<file path="config.mk">
export PLATFORM = sky130hd
export DESIGN_NAME = obstacle_collision
export DESIGN_NICKNAME = d
export VERILOG_FILES = /design/src/rtl/obstacle_collision.sv
export SDC_FILE = /design/constraint.sdc
export NUM_CORES = 1
export LEC_CHECK = 0
export CELL_PAD_IN_SITES_DETAIL_PLACEMENT = 2
export CELL_PAD_IN_SITES_GLOBAL_PLACEMENT = 2
export CORE_MARGIN = 5
export CORE_UTILIZATION = 34
export CTS_CLUSTER_DIAMETER = 60
export DETAILED_ROUTE_END_ITERATION = 8
export PLACE_DENSITY = 0.93
export SKIP_CTS_REPAIR_TIMING = 1
export SYNTH_ARGS = -nofsm -noshare
export SYNTH_HDL_FRONTEND = slang
export SYNTH_SLANG_ARGS = --single-unit
export TNS_END_PERCENT = 100
</file>
<file path="constraint.sdc">
create_clock -name Clk -period 4.3 [get_ports Clk]
set_input_delay 0.86 -clock Clk [delete_from_list [all_inputs] [get_ports Clk]]
set_output_delay 0.86 -clock Clk [all_outputs]
set_load 0.1 [all_outputs]
</file>
<file path="src/rtl/obstacle_collision.sv">
// Frame-synchronous obstacle scan feeding the snake motion block.
// Optional debug LEDs are enabled by defining COLL_LED_EN.
module obstacle_collision #(
    parameter int NUM_OBS = 4
) (
    input  logic               Clk,
    input  logic               Reset,
    input  logic               frame_clk,
    input  logic [15:0]        keycode,
    input  logic [9:0]         BallX,
    input  logic [9:0]         BallY,
    input  logic [9:0]         BallS,
    output logic               OB1Flag,
    output logic [1:0]         motionFlag,
    output logic [NUM_OBS-1:0] hit_mask,
    output logic [9:0]         LEDR
);

    localparam logic [1:0] ST_IDLE = 2'd0;
    localparam logic [1:0] ST_SCAN = 2'd1;
    localparam logic [1:0] ST_DONE = 2'd2;
    localparam logic [1:0] LAST_IDX = 2'(NUM_OBS - 1);

    logic s1_q, s1_d, s2_q, s2_d, s3_q, s3_d;
    logic [1:0] state_q, state_d;
    logic [1:0] idx_q, idx_d;
    logic [1:0] heading_q, heading_d;
    logic [9:0] x_q, x_d, y_q, y_d, sz_q, sz_d;
    logic [NUM_OBS-1:0] mask_q, mask_d;
    logic [NUM_OBS-1:0] hit_mask_q, hit_mask_d;
    logic ob_q, ob_d;
    logic [1:0] mf_q, mf_d;

    logic frame_rise;
    logic hit;
    logic [2:0] key_lo, key_hi;
    logic signed [11:0] xmin, xmax, ymin, ymax;
    logic signed [11:0] x_lo, x_hi, y_lo, y_hi;

    // Returns {valid, direction}
    function automatic logic [2:0] decode_key(input logic [7:0] code);
        case (code)
            8'h1A:   decode_key = 3'b100;
            8'h04:   decode_key = 3'b101;
            8'h16:   decode_key = 3'b110;
            8'h07:   decode_key = 3'b111;
            default: decode_key = 3'b000;
        endcase
    endfunction

    assign frame_rise = s2_q & ~s3_q;
    assign key_lo = decode_key(keycode[7:0]);
    assign key_hi = decode_key(keycode[15:8]);

    always_comb begin
        case (idx_q)
            2'd0: begin
                xmin = 12'sd100; xmax = 12'sd139;
                ymin = 12'sd100; ymax = 12'sd119;
            end
            2'd1: begin
                xmin = 12'sd300; xmax = 12'sd339;
                ymin = 12'sd200; ymax = 12'sd279;
            end
            2'd2: begin
                xmin = 12'sd0;   xmax = 12'sd15;
                ymin = 12'sd60;  ymax = 12'sd179;
            end
            default: begin
                xmin = 12'sd160; xmax = 12'sd279;
                ymin = 12'sd380; ymax = 12'sd399;
            end
        endcase
    end

    // Zero-extend to 12 bits so a box hanging past the left/top edge goes negative
    assign x_lo = $signed({2'b00, x_q}) - $signed({2'b00, sz_q});
    assign x_hi = $signed({2'b00, x_q}) + $signed({2'b00, sz_q});
    assign y_lo = $signed({2'b00, y_q}) - $signed({2'b00, sz_q});
    assign y_hi = $signed({2'b00, y_q}) + $signed({2'b00, sz_q});

    assign hit = (x_hi >= xmin) && (x_lo <= xmax) &&
                 (y_hi >= ymin) && (y_lo <= ymax);

    always_comb begin
        s1_d       = frame_clk;
        s2_d       = s1_q;
        s3_d       = s2_q;
        state_d    = state_q;
        idx_d      = idx_q;
        heading_d  = heading_q;
        x_d        = x_q;
        y_d        = y_q;
        sz_d       = sz_q;
        mask_d     = mask_q;
        hit_mask_d = hit_mask_q;
        ob_d       = ob_q;
        mf_d       = mf_q;
        case (state_q)
            ST_IDLE: begin
                if (frame_rise) begin
                    x_d  = BallX;
                    y_d  = BallY;
                    sz_d = BallS;
                    if (key_lo[2]) heading_d = key_lo[1:0];
                    if (key_hi[2]) heading_d = key_hi[1:0];
                    mask_d  = '0;
                    idx_d   = 2'd0;
                    state_d = ST_SCAN;
                end
            end
            ST_SCAN: begin
                for (int i = 0; i < NUM_OBS; i++) begin
                    if (idx_q == 2'(i)) mask_d[i] = mask_q[i] | hit;
                end
                if (idx_q == LAST_IDX) state_d = ST_DONE;
                else idx_d = idx_q + 2'd1;
            end
            ST_DONE: begin
                hit_mask_d = mask_q;
                ob_d       = |mask_q;
                mf_d       = heading_q;
                state_d    = ST_IDLE;
            end
            default: state_d = ST_IDLE;
        endcase
    end

    always_ff @(posedge Clk or posedge Reset) begin
        if (Reset) begin
            s1_q       <= 1'b0;
            s2_q       <= 1'b0;
            s3_q       <= 1'b0;
            state_q    <= ST_IDLE;
            idx_q      <= 2'd0;
            heading_q  <= 2'b00;
            x_q        <= '0;
            y_q        <= '0;
            sz_q       <= '0;
            mask_q     <= '0;
            hit_mask_q <= '0;
            ob_q       <= 1'b0;
            mf_q       <= 2'b00;
        end else begin
            s1_q       <= s1_d;
            s2_q       <= s2_d;
            s3_q       <= s3_d;
            state_q    <= state_d;
            idx_q      <= idx_d;
            heading_q  <= heading_d;
            x_q        <= x_d;
            y_q        <= y_d;
            sz_q       <= sz_d;
            mask_q     <= mask_d;
            hit_mask_q <= hit_mask_d;
            ob_q       <= ob_d;
            mf_q       <= mf_d;
        end
    end

    assign OB1Flag    = ob_q;
    assign motionFlag = mf_q;
    assign hit_mask   = hit_mask_q;

`ifdef COLL_LED_EN
    logic [3:0] led_mask;
    always_comb begin
        led_mask = '0;
        led_mask[NUM_OBS-1:0] = hit_mask_q;
        LEDR = {ob_q, s2_q, 2'b00, mf_q, led_mask};
    end
`else
    assign LEDR = '0;
`endif

endmodule

</file>
After elaboration in Yosys (flattened, before gate mapping). Cells that the tools add are included.

Input port bits: 49. Flip-flop bits (word level): 50. Word-level logic and storage cells: 86.

Bitwise operators: 6. Reductions and logical operators: 16. Magnitude comparators: 4. Mux-type cells: 20. Eq/ne operators: 19. $add $sub $neg: 5.

Operator list (count): 9-bit one-hot mux with 3 select lines (4); 8-bit by 3-bit equality test with 1-bit output (second input constant) (4); 8-bit by 5-bit equality test with 1-bit output (second input constant) (4); 12-bit greater-or-equal comparator (2); 3-bit one-hot mux with 4 select lines (2); 10-bit by 10-bit adder with 11-bit output (2); 11-bit by 10-bit <= comparator with 1-bit output (2); 10-bit by 10-bit subtractor with 11-bit output (2); 3-bit AND reduction (6); 2-bit two-way mux (6); 2-bit inequality test (second input constant) (6); 2-bit one-hot mux with 2 select lines (2); 4-bit one-hot mux with 2 select lines (1); 2-bit equality test (second input constant) (3); 2-bit by 1-bit equality test with 1-bit output (second input constant) (2); 2-bit zero test (2); 1-bit two-way mux (4); 4-bit two-way mux (1); 1-bit OR (4); 2-bit AND reduction (2); 2-bit nonzero test (2); 4-bit OR reduction (1); 1-bit logical AND (3); 2-bit by 1-bit adder with 2-bit output (second input constant) (1); 2 further kinds (2).

Logic depth before layout (Yosys ltp). Gate-level depths: netlist of the first run.

Depth in word-level cells: 9. Depth in mapped cells: 18. Gate-level depth less buffers: 17.

Worst setup path after synthesis of the first run. OpenSTA, ideal clock, no wires.

Kind: reg-to-reg. Start point: register sz_q[2]. End point: register mask_q[0]. Data required time: 4204 ps. Cell stages (with the launch flop): 18. Period minus slack after synthesis: 3350 ps. Library setup time: 96 ps. Path slack: 950 ps. Arrival: 3255 ps. Path through: dfrtp_1 inv_1 ha_1 buf_6 nor2b_1 o31a_1 o31ai_4 nand2b_1 a211oi_1 nor2_1 ha_1 a211o_1 a221o_1 o21ai_1 nand2_1 mux2i_1 o311ai_1 o31ai_1.

Longest elaborated chain between the ends: 8. Elaborated cells between the ends (all ways): 14.

RTL lines: from (decl) (RTL line 28) `logic [9:0] x_q, x_d, y_q, y_d, sz_q, sz_d;`; from (signal assigned) (RTL line 153) `sz_q <= sz_d;`; 10-bit by 10-bit adder with 11-bit output / 10-bit by 10-bit subtractor with 11-bit output (equally long branches) (RTL line 78, 77); 12-bit greater-or-equal comparator / 11-bit by 10-bit <= comparator with 1-bit output (equally long branches) (RTL line 82) `assign hit = (x_hi >= xmin) && (x_lo <= xmax) &&`; 1-bit logical AND (2 in series) (RTL line 82); 1-bit logical AND * (RTL line 83) `(y_hi >= ymin) && (y_lo <= ymax);`; 1-bit OR * (RTL line 114) `if (idx_q == 2'(i)) mask_d[i] = mask_q[i] | hit;`; 1-bit two-way mux * (RTL line 114); 4-bit one-hot mux with 2 select lines * (RTL line 99) `case (state_q)`; to (signal assigned) (RTL line 154) `mask_q <= mask_d;`; to (decl) (RTL line 29) `logic [NUM_OBS-1:0] mask_q, mask_d;`.

Every way passes the cells marked *; elsewhere a longest branch is shown, timed or not. The select of a mux whose other input is x is not followed. A chain may end at the register's enable or synchronous reset.

Worst setup path after layout of the first run.
Start point: register sz_q[1]. End point: register mask_q[1].

The elaborated chain is that of the path after synthesis.

==> results of run 1 <==
-- placed cells by master (no fill, tap or decap), drive strengths merged, types with 3 or more instances in the layout --
master,n
a211o,3
a211oi,5
a21boi,3
a21oi,24
and3,4
and4,4
clkbuf,5
clkdlybuf4s50,55
conb,10
dfrtp,50
fa,4
ha,72
inv,34
mux2,8
nand2,80
nand2b,8
nand3,11
nor2,38
nor2b,8
nor3,6
nor3b,4
nor4,6
o211ai,3
o21a,10
o21ai,43
o21bai,4
o31ai,7
or3,3
xnor2,16
xor2,8
-- per-layer routing --
| metal | wire (um) | GRT usage [%] | vias to the layer above |
|---|---|---|---|
| met4 | 410 | 8.20 | 0 |
| met1 | 7050 | 25.4 | 2097 |
| met5 | 0 | 0 | - |
| met3 | 566 | 2.92 | 24 |
| met2 | 8350 | 36.5 | 83 |
| li1 | - | - | 1907 |
-- metrics by stage --
stage / cell area, um2 / utilization (%) / hold WS, ns / worst slack, ns
after floorplan: 4600 / - / 0.331 / 0.950
after global placement: 5200 / 39.5 / 0.372 / 0.660
final: 5370 / 40.7 / 0.407 / 0.291
after detailed placement: 5200 / 39.5 / 0.391 / 0.375
after CTS: 5370 / 40.7 / 0.409 / 0.316
after global routing: 5370 / 40.7 / 0.425 / 0.0418
-- cell usage after synthesis (all sizes together) (5+ instances only) --
library cell  count  area share [%]
a211oi            5            0.93
a21oi            24             2.8
buf              20             3.4
clkbuf            7            0.58
dfrtp            50              27
ha               72              20
inv              34             2.8
mux2              8             2.0
nand2            80             6.6
nand2b            8             1.1
nand3            11             1.2
nor2             38             3.1
nor2b             8             1.1
nor3              6            0.66
nor4              6            0.82
o21a             10             1.8
o21ai            43             4.7
o31ai             7             1.8
xnor2            16             3.1
xor2              8             1.5
-- worst register-to-register path, stage by stage, from the launching register on --
cell       delay (ns)
dfrtp_1          0.47
inv_1            0.19
fa_1             0.47
nor2_1           0.15
nor2_1           0.08
o21ai_0          0.27
a21oi_1          0.16
o21ai_0          0.20
a21oi_1          0.13
xor2_1           0.16
ha_1             0.31
a2111oi_0        0.42
o21ai_0          0.18
a22oi_1          0.22
o311ai_0         0.16
o311ai_1         0.19
o31ai_1          0.13
-- kinds of logic after synthesis --
family,count (synthesis),share of synthesized area (%)
fa+ha+maj,76,21.5
buf+inv,61,6.79
compound gates,124,18.6
other cells,1,0.0821
simple gates,182,18.9
mux,9,2.19
xor+xnor,24,4.60
flops,50,27.4
-- worst max path at each step --
stage	endpoint	slack [ns]	from
final	mask_q[1]$_DFFE_PP0P_	0.29	sz_q[1]$_DFFE_PP0P_
after global placement	mask_q[1]$_DFFE_PP0P_	0.66	sz_q[2]$_DFFE_PP0P_
after detailed placement	mask_q[3]$_DFFE_PP0P_	0.37	sz_q[1]$_DFFE_PP0P_
after floorplan	mask_q[0]$_DFFE_PP0P_	0.95	sz_q[2]$_DFFE_PP0P_
after CTS	mask_q[3]$_DFFE_PP0P_	0.32	sz_q[1]$_DFFE_PP0P_
after global routing	mask_q[1]$_DFFE_PP0P_	0.04	sz_q[0]$_DFFE_PP0P_
-- cell type report --
| class | instances | area, um2 | share of cell area [%] |
|---|---|---|---|
| inverters | 34 | 128 | 2.38 |
| clock inverters | 3 | 40.0 | 0.746 |
| well taps | 176 | 220 | 4.10 |
| repair buffers | 56 | 558 | 10.4 |
| multi-input cells | 425 | 3050 | 56.8 |
| clock buffers | 5 | 125 | 2.33 |
| flip-flops and latches | 50 | 1250 | 23.3 |
-- registers in the layout, indices dropped and copies added, names as in the netlist --
signal      cells
OB1Flag         1
state_q         2
x_q            10
s2_q            1
motionFlag      2
s3_q            1
s1_q            1
idx_q           2
heading_q       2
hit_mask        4
sz_q           10
y_q            10
mask_q          4
==> results.yml, run 1 <==
outcome:
  status: "complete, no violations"
sta:
  min_period_ns: 4.01
  slew_violations: 0
  clock_skew_ns: 0.00178
  rsz0062_at_grt: "false"
  max_freq_mhz: 249
  slew_headroom_pct: 25.2
  worst_pin_slew_ns: 1.12
  hold_violations: 0
  setup_tns_ns: 0
  fin_crit_sh_pct: 93.2
  setup_viol: 0
cts:
  clockBufferDepth: 2
  cts_tree: "yes"
  clock-sinks: 50
  cts_max_level: 2
  cts_root_buffer: "clkbuf_16"
  numCtsBuffers: 5
  clkSlewWorstSetupHoldPaths_ns: 0.07
  insertion_delay_ns: 0.30
synthesis:
  syn_inst: 527
  yosysWarnings: 0
  syn_area_um2: 4570
  synthFlopType: "dfrtp_1"
  synth_edf_count: 0
  synthArstFlopShare_pct: 100
  ys_ff_latch: 50
  synth.distinct_cells: 66
  synth.avg_cell_area_um2: 8.67
  yosysSeqAreaShare_pct: 27.4
die:
  floorplan.die_area_um2: 15900
  pin_count: 66
  fp-row-count: 42
  core_area_um2: 13200
  die_w_um: 126
  initial_core_util_pct: 34.6
  dieHeight_um: 126
setup_path:
  cp.depth: 16
  r2r_start: "sz_q[1]$_DFFE_PP0P_"
  critPathMaxFanout: 5
  max_stage_delay_ns: 0.47
  crit_path_top_delay_cell: "dfrtp_1"
  arrival_ns: 4.18
  crit_chain: "inv_1 -> fa_1 -> nor2_1 -> nor2_1 -> o21ai_0 -> a21oi_1 -> o21ai_0 -> a21oi_1 -> xor2_1 -> ha_1 -> a2111oi_0 -> o21ai_0 -> a22oi_1 -> o311ai_0 -> o311ai_1 -> o31ai_1"
  path_delay_family: "compound AO/OA/AOI/OAI gates"
  reg2reg_slack_ns: 0.29
  critPathCaptureType: "flip-flop"
  worst_path_most_repeated_cell: "o21ai_0"
  required_ns: 4.47
  r2r-end: "mask_q[1]$_DFFE_PP0P_"
  crit_type: "reg -> reg"
  critPathLaunchType: "flip-flop"
  crit_buf_inv: 1
  rr_worst_depth: 16
drt:
  drtAntennaViolNets: 0
  wirelength_mm: 16.4
  drt_iter0_markers: 185
  vias: 4111
  viasPerCell: 5.49
  route.detailed.drc: 0
  drt-pass1-iter-count: 4
  avgRoutedWirePerCell_um: 21.9
job:
  maxCapViolCount: 0
cells_and_area:
  layout-drive-gt1-share_pct: 5.06
  syn_to_final_growth_pct: 17.5
  nets: 697
  fillers: 1482
  n_antenna_cell: 0
  fin_cells: 749
hold_path:
  min_path_type: "reg -> reg"
  worstHoldStart: "s2_q$_DFF_PP0_"
  hold_depth: 0
  min_to: "s3_q$_DFF_PP0_"
global_route:
  grt_usage_pct: 20.7
  grt_pass1_wl_mm: 26.3
  grt_pass1_vias: 4734
  grt_antenna_before_repair: 0
  grt.overflow.total: 0
  grt_max_degree: 51
placed_design:
  portBuffers: 55
  place_inst: 741
  gp_congestion: 0.912
  dp_hpwl_mm: 12.9
Power of run 1 is left out: the tool's default activity adds up to more than one toggle a clock period on the data nets, which glitch-free logic cannot reach.
==> inputs of run 2 (changes only) <==
- CORE_UTILIZATION: 34 -> 39
- DONT_BUFFER_PORTS: not set -> 1
- PLACE_DENSITY: 0.93 -> 0.91
==> run 2 against run 1 <==
- largest cell class unchanged
- register-to-register slack got worse by 0.21 ns
- die area fell by 12%
- global-route usage rose by 3.3 points
- worst setup slack got worse by 0.21 ns
- sequential share of layout area rose by 2.6 points
- clock skew rose by 0.010 ns
==> results.yml, run 2 (synthesis gave the netlist of run 1 again) <==
global_route:
  grt_usage_pct: 24.0
  grt_pass1_wl_mm: 26.6
  grt_antenna_before_repair: 0
  grt_max_degree: 51
  grt_pass1_vias: 4620
  grt.overflow.total: 0
hold_path:
  hold_depth: 0
  min_path_type: "reg -> reg"
setup_path:
  crit_path_top_delay_cell: "dfrtp_2"
  arrival_ns: 4.43
  crit_buf_inv: 1
  required_ns: 4.51
  critPathCaptureType: "flip-flop"
  crit_chain: "clkinvlp_4 -> ha_1 -> nor2b_1 -> o31a_1 -> o21ai_1 -> a21oi_1 -> o21a_1 -> nor2_1 -> xnor2_1 -> ha_1 -> a211o_1 -> a221o_1 -> o21ai_2 -> nand2_1 -> mux2i_2 -> o311ai_2 -> o31ai_1"
  cp.depth: 17
  path_delay_family: "compound AO/OA/AOI/OAI gates"
  max_stage_delay_ns: 0.45
  rr_worst_depth: 17
  critPathLaunchType: "flip-flop"
  critPathMaxFanout: 4
  worst_path_most_repeated_cell: "ha_1"
  crit_type: "reg -> reg"
cells_and_area:
  seqCellArea_um2: 1250
  utilization_pct: 42.1
  largest_registers: "sz_q: 10 flops, x_q: 10 flops, y_q: 10 flops"
  final_cell_mix: "80 x nand2_1, 71 x ha_1, 49 x dfrtp_1"
  layout-drive-gt1-share_pct: 7.85
  layout_commonest_cell: "nand2_1"
  multi_input_area_um2: 3080
  fillers: 1227
  n_antenna_cell: 0
  syn_to_final_growth_pct: 5.72
  nets: 646
cts:
  clock-sinks: 50
  insertion_delay_ns: 0.31
  cts_root_buffer: "clkbuf_16"
  cts_max_level: 2
  clkSlewWorstSetupHoldPaths_ns: 0.08
  numCtsBuffers: 5
  clockBufferDepth: 2
  cts_tree: "yes"
die:
  core_area_um2: 11500
  fp-row-count: 39
  floorplan.die_area_um2: 14000
  initial_core_util_pct: 39.8
  die_w_um: 118
  dieHeight_um: 118
  pin_count: 66
sta:
  worst_pin_slew_ns: 1.13
  fin_crit_sh_pct: 98.2
  slew_headroom_pct: 24.4
  max_freq_mhz: 237
  setup_viol: 0
  hold_violations: 0
  min_period_ns: 4.22
  slew_violations: 0
  clock_skew_ns: 0.0119
placed_design:
  portBuffers: 0
  dp_hpwl_mm: 12.5
  gp_congestion: 0.851
drt:
  wirelength_mm: 18.3
  drt-pass1-iter-count: 5
  vias: 4190
  drtAntennaViolNets: 0
  avgRoutedWirePerCell_um: 27.6
  route.detailed.drc: 0
  drt_iter0_markers: 179
  viasPerCell: 6.30
job:
  maxCapViolCount: 0
outcome:
  status: "complete, no violations"
## run 2: cell count changes in the layout (fill, tap and decap cells not counted), sizes merged
cell	delta
clkinv	-1
bufinv	-1
clkdlybuf4s50	-55
buf	+4
inv	+1
clkinvlp	+1
## run 2: routing by layer
| layer | part of all wire (%) | global-route usage, % |
|---|---|---|
| met1 | 40 | 27.9 |
| met2 | 51 | 43.4 |
| met3 | 5.5 | 3.82 |
| met4 | 4.2 | 10.1 |
| met5 | 0 | 0 |
## run 2: layout make-up
cell class / instances / area share, %
clock buffer: 5 / 2.59
inverter: 34 / 2.72
multi-input combinational: 425 / 63.7
sequential: 50 / 25.9
timing repair buffer: 5 / 0.777
clock inverter: 3 / 0.596
tap: 143 / 3.70
## run 2: stage by stage
stage	setup slack (ns)	area (um2)	TNS [ns]	hold WS, ns	std cells
2_1_floorplan	0.950	4600	0	0.331	536
3_3_place_gp	0.549	4610	0	0.333	653
3_5_place_dp	0.140	4610	0	0.345	653
4_1_cts	-0.0476	4770	-0.0692	0.363	661
5_1_grt	-0.0240	4830	-0.0240	0.381	665
6_report	0.0787	4830	0	0.364	665
## run 2: worst paths after layout
check | from | end | slack, ns
max in group asynchronous | Reset | sz_q[1]$_DFFE_PP0P_ | 2.81
worst min register to register | s1_q$_DFF_PP0_ | s2_q$_DFF_PP0_ | 0.36
worst max-delay path | sz_q[1]$_DFFE_PP0P_ | mask_q[3]$_DFFE_PP0P_ | 0.08
min in group asynchronous | Reset | y_q[8]$_DFFE_PP0P_ | 0.71
worst max register to register | sz_q[1]$_DFFE_PP0P_ | mask_q[3]$_DFFE_PP0P_ | 0.08
worst min-delay path | s1_q$_DFF_PP0_ | s2_q$_DFF_PP0_ | 0.36
Power of run 2 is left out for the same reason.
